$ cat src/rtl/elevator_pkg.sv
// Shared constants for the elevator controller: seven-segment patterns (a..g, active-low),
// elevator state encodings and default clock frequencies.
package elevator_pkg;

  localparam int DEFAULT_BOARD_FREQ  = 50000000;
  localparam int DEFAULT_MODULE_FREQ = 1;

  typedef enum logic [1:0] {
    WAIT = 2'b00,
    OPEN = 2'b01,
    DOWN = 2'b10,
    UP   = 2'b11
  } elevator_state_t;

  // Bit 6 is segment a, bit 0 is segment g; a 0 lights the segment.
  localparam logic [6:0] SEG_0     = 7'b0000001;
  localparam logic [6:0] SEG_1     = 7'b1001111;
  localparam logic [6:0] SEG_2     = 7'b0010010;
  localparam logic [6:0] SEG_3     = 7'b0000110;
  localparam logic [6:0] SEG_4     = 7'b1001100;
  localparam logic [6:0] SEG_5     = 7'b0100100;
  localparam logic [6:0] SEG_6     = 7'b0100000;
  localparam logic [6:0] SEG_7     = 7'b0001111;
  localparam logic [6:0] SEG_8     = 7'b0000000;
  localparam logic [6:0] SEG_9     = 7'b0000100;
  localparam logic [6:0] SEG_A     = 7'b0001000;
  localparam logic [6:0] SEG_B     = 7'b1100000;
  localparam logic [6:0] SEG_C     = 7'b0110001;
  localparam logic [6:0] SEG_D     = 7'b1000010;
  localparam logic [6:0] SEG_E     = 7'b0110000;
  localparam logic [6:0] SEG_F     = 7'b0111000;
  localparam logic [6:0] SEG_BLANK = 7'b1111111;

endpackage

$ cat src/rtl/seg7_decoder.sv
// Combinational 4-bit to seven-segment decoder (active-low a..g).
// Define SEVSEG_HEX_EN to show A-F for 10-15; otherwise those values are blanked.
module seg7_decoder
  import elevator_pkg::*;
(
  input  logic [3:0] i_value,
  output logic [6:0] o_seg
);

  always_comb begin
    o_seg = SEG_BLANK;
    case (i_value)
      4'd0:    o_seg = SEG_0;
      4'd1:    o_seg = SEG_1;
      4'd2:    o_seg = SEG_2;
      4'd3:    o_seg = SEG_3;
      4'd4:    o_seg = SEG_4;
      4'd5:    o_seg = SEG_5;
      4'd6:    o_seg = SEG_6;
      4'd7:    o_seg = SEG_7;
      4'd8:    o_seg = SEG_8;
      4'd9:    o_seg = SEG_9;
`ifdef SEVSEG_HEX_EN
      4'd10:   o_seg = SEG_A;
      4'd11:   o_seg = SEG_B;
      4'd12:   o_seg = SEG_C;
      4'd13:   o_seg = SEG_D;
      4'd14:   o_seg = SEG_E;
      4'd15:   o_seg = SEG_F;
`else
      default: o_seg = SEG_BLANK;
`endif
    endcase
  end

endmodule

$ cat src/rtl/elevator_tick_display.sv
// Board-clock divider (50% duty divided clock plus rising-edge tick) and registered
// seven-segment display of input_num. SEVSEG_HEX_EN enables hex digits A-F in the decoder.
module elevator_tick_display
  import elevator_pkg::*;
#(
  parameter int BOARD_FREQ  = DEFAULT_BOARD_FREQ,
  parameter int MODULE_FREQ = DEFAULT_MODULE_FREQ
) (
  input  logic       board_clk,
  input  logic       rst,
  input  logic [3:0] input_num,
  output logic       clk,
  output logic       tick,
  output logic       seg_a,
  output logic       seg_b,
  output logic       seg_c,
  output logic       seg_d,
  output logic       seg_e,
  output logic       seg_f,
  output logic       seg_g
);

  localparam int HALF  = (MODULE_FREQ > 0) ? BOARD_FREQ / (2 * MODULE_FREQ) : 0;
  localparam int CNT_W = (HALF > 1) ? $clog2(HALF) : 1;
  localparam logic [CNT_W-1:0] TERM = CNT_W'((HALF > 0) ? HALF - 1 : 0);

  if (MODULE_FREQ == 0 || HALF < 1) begin : g_bad_freq
    $error("elevator_tick_display: MODULE_FREQ must be nonzero and BOARD_FREQ/(2*MODULE_FREQ) >= 1");
  end

  logic [CNT_W-1:0] r_cnt;
  logic             r_clk;
  logic             r_tick;
  logic [6:0]       r_seg;
  logic             w_term;
  logic [6:0]       w_seg;

  assign w_term = (r_cnt == TERM);

  // The tick is registered alongside the toggle so it lands in the cycle clk reads 1.
  always_ff @(posedge board_clk) begin
    if (rst) begin
      r_cnt  <= '0;
      r_clk  <= 1'b0;
      r_tick <= 1'b0;
    end else begin
      if (w_term) begin
        r_cnt <= '0;
        r_clk <= ~r_clk;
      end else begin
        r_cnt <= r_cnt + CNT_W'(1);
      end
      r_tick <= w_term & ~r_clk;
    end
  end

  seg7_decoder u_decoder (
    .i_value (input_num),
    .o_seg   (w_seg)
  );

  always_ff @(posedge board_clk) begin
    if (rst) begin
      r_seg <= SEG_BLANK;
    end else begin
      r_seg <= w_seg;
    end
  end

  assign clk   = r_clk;
  assign tick  = r_tick;
  assign seg_a = r_seg[6];
  assign seg_b = r_seg[5];
  assign seg_c = r_seg[4];
  assign seg_d = r_seg[3];
  assign seg_e = r_seg[2];
  assign seg_f = r_seg[1];
  assign seg_g = r_seg[0];

endmodule

$ cat config.mk
export PLATFORM = sky130hd
export DESIGN_NAME = elevator_tick_display
export DESIGN_NICKNAME = d
export VERILOG_FILES = /design/src/rtl/elevator_pkg.sv /design/src/rtl/seg7_decoder.sv /design/src/rtl/elevator_tick_display.sv
export SDC_FILE = /design/constraint.sdc
export NUM_CORES = 1
export LEC_CHECK = 0
export CAP_MARGIN = 25
export CORE_MARGIN = 1
export CORE_UTILIZATION = 60
export DETAILED_ROUTE_END_ITERATION = 16
export GPL_TIMING_DRIVEN = 0
export PLACE_DENSITY_LB_ADDON = 0.25
export SLEW_MARGIN = 0
export SYNTH_ARGS = -nofsm -noshare
export SYNTH_HDL_FRONTEND = slang
export SYNTH_SLANG_ARGS = --single-unit
$ cat constraint.sdc
create_clock -name board_clk -period 2.75 [get_ports board_clk]
set_input_delay 0.55 -clock board_clk [delete_from_list [all_inputs] [get_ports board_clk]]
set_output_delay 0.55 -clock board_clk [all_outputs]
set_load 0.1 [all_outputs]
==> impl_metrics.tcl, run 1 <==
set metrics [dict create \
    yosysUniqueCellTypes 35 \
    run_status "finished, final reports clean" \
    cp.required_ns 2.20 \
    start_util 0.644 \
    antenna_left 0 \
    finalPower_uw 870 \
    yosys.area.top_type_share 0.419 \
    grtUsageTotal 0.266 \
    nets 218 \
    drv_slew 0 \
    drcViolationCount 0 \
    synth_area_leader_cell "dfxtp_1" \
    finalHoldViolations 0 \
    cts_buffer_depth 2 \
    clk_latency_ns 0.33 \
    worst_pin_slew_ns 0.979 \
    htreeDepth 2 \
    row_count 18 \
    cp-end-kind "output port" \
    post_drt_wl_per_cell_um 14.2 \
    antenna_found_initial 0 \
    area_delta_synth_final_pct 12.6 \
    dp.cells 229 \
    power.density_nw_per_um2 476 \
    whs_ns 0.455 \
    drt_pass1_iterations 4 \
    synth_edf_count 0 \
    fmax_ghz 0.416 \
    die_x_um 54.0 \
    min_path_type "flop to flop" \
    finClkSkew_ns 0.00961 \
    grt_pass1_wl_um 5420 \
    postCtsHoldBufs 0 \
    period_share 0.874 \
    cpMaxStageDelayCell "clkdlybuf4s50_1" \
    syn_nets 199 \
    arrival_ns 1.85 \
    synth_area_leaders "dfxtp_1 (42%), xnor2_1 (4.9%), ha_1 (4.6%), nor2_1 (4.6%), a21oi_1 (4.0%)" \
    post-dp-hpwl_um 2460 \
    avgSynthCellArea_um2 8.68 \
    rrSetupSlack_ns 0.41 \
    crit_buf_inv 1 \
    cts_resized 0 \
    die-area_um2 2920 \
    dp_slack_ns 0.430 \
    wl_met2_um 1640 \
    cts_buffers 5 \
    crit_chain "clkdlybuf4s50_1" \
    crit_type "flop to output port" \
    setup_tns_ns 0 \
    synth-main-ff-cell "dfxtp_1" \
    cp_max_fo 4 \
    core_area_um2 2520 \
    drt-met1-wl_um 1480 \
    final_layout_size_suffix_gt1_frac 0.0777 \
    n_antenna_cell 0 \
    slew_headroom 0.345 \
    first_iter_violations 40 \
    post_cts_buffers 0 \
    grt_max_degree 11 \
    p_leak_uw 0.000626 \
    vdd_drop_max_uv 428 \
    viasPerCell 6.00 \
    synth_warnings 0 \
    worst_setup_path_start_kind "flop" \
    syn_inst 187 \
    cts_tree "done" \
    rsz0062_at_grt "no" \
    dr_total_vias 1415 \
    gp_congestion 0.838 \
    first_global_vias 1298 \
    fin_ws_ns 0.346 \
    clk_pin_slew_worst_paths_ns 0.10 \
    num_io_pins 15 \
    portBuffers 12 \
    maxCapViolations 0 \
    clkSinkCount 34 \
    die_y_um 54.0 \
    synth_seq_area_share 0.419 \
    slowest_delay_ns 1.15 \
    final_cell_count_no_fill 236 \
    root_buffer "clkbuf_4" \
    top_layer_used "met4" \
    synth-seq-cells 34 \
    period_minus_slack_ns 2.40 \
    ys_async_sr_fraction 0 \
    critPathTopFamily "buffers and inverters" \
    wl_met3_um 199 \
    setup_viol_count_final 0 \
    overflow 0 \
    synth_area_um2 1620 \
    wirelength_um 3360 \
]
cells by family (layout without fill, tap and decap cells):
| logic type | Yosys count | after routing | synth area share |
|---|---|---|---|
| AND/OR/NAND/NOR | 88 | 88 | 0.310 |
| buffers and inverters | 12 | 31 | 0.0293 |
| AO/OA/AOI/OAI | 33 | 33 | 0.119 |
| XOR/XNOR | 14 | 14 | 0.0755 |
| adder cells (fa/ha/maj) | 6 | 6 | 0.0462 |
| flip-flops | 34 | 34 | 0.419 |
power by group:
group	total (µW)	internal [µW]	switching [µW]
combinational	111	31.0	80.2
clock	252	91.8	160
sequential	507	503	4.93
path summary, 6_finish.rpt:
| check | to | cells past startpoint | from |
|---|---|---|---|
| setup reg to reg | r_cnt[12] | 6 | r_cnt[0] |
| hold / removal | r_cnt[0] | 1 | r_cnt[0] |
| hold reg to reg | r_cnt[0] | 1 | r_cnt[0] |
| setup / recovery | clk | 1 | clk |
cell type report:
type / count / area, µm²
buffer: 7 / 28.8
clock buffer: 5 / 37.5
clock inverter: 2 / 10.0
fill: 215 / 693
inverter: 5 / 18.8
multi-input combinational: 141 / 896
sequential: 34 / 681
tap: 30 / 37.5
timing repair buffer: 12 / 120
layout by cell type, fill, tap and decap left out, drive strengths merged, types with 6 or more instances in the layout:
master and n:
clkdlybuf4s50 12, dfxtp 34, nor2 20, nand4 9, nand2b 7, o21ai 9
nand2 11, ha 6, clkbuf 10, a21oi 13, or3 9, nor3 6
xnor2 9
state kept, by name (all words and copies together), names as in the netlist:
name	flops
tick	1
r_seg	7
clk	1
r_cnt	25
metal layers:
layer | up-vias | GRT usage
met1 | 645 | 0.299
met4 | 0 | 0.107
met3 | 7 | 0.0847
met5 | - | 0
li1 | 709 | -
met2 | 54 | 0.463
through the flow:
| step | instance area (µm²) | utilization |
|---|---|---|
| floorplan | 1620 | - |
| global placement | 1780 | 0.706 |
| detailed placement | 1780 | 0.706 |
| CTS | 1830 | 0.725 |
| global route | 1830 | 0.725 |
| finish | 1830 | 0.725 |
cells in the mapped netlist (all sizes together) (5+ instances only):
cell and count:
dfxtp 34, nor2 20, a21oi 13, nand2 11, nand4 9, o21ai 9, or3 9, xnor2 9
nand2b 7, ha 6, nor3 6, clkbuf 5, inv 5, nand3 5, or4 5, xor2 5
Power figures use the tool's default switching activity.
==> run 2: changes to the inputs <==
Settings changed: SKIP_CTS_REPAIR_TIMING set to 1.
==> results of run 2 <==
Same layout as run 1: the final DEF is identical, and so are final timing and power.
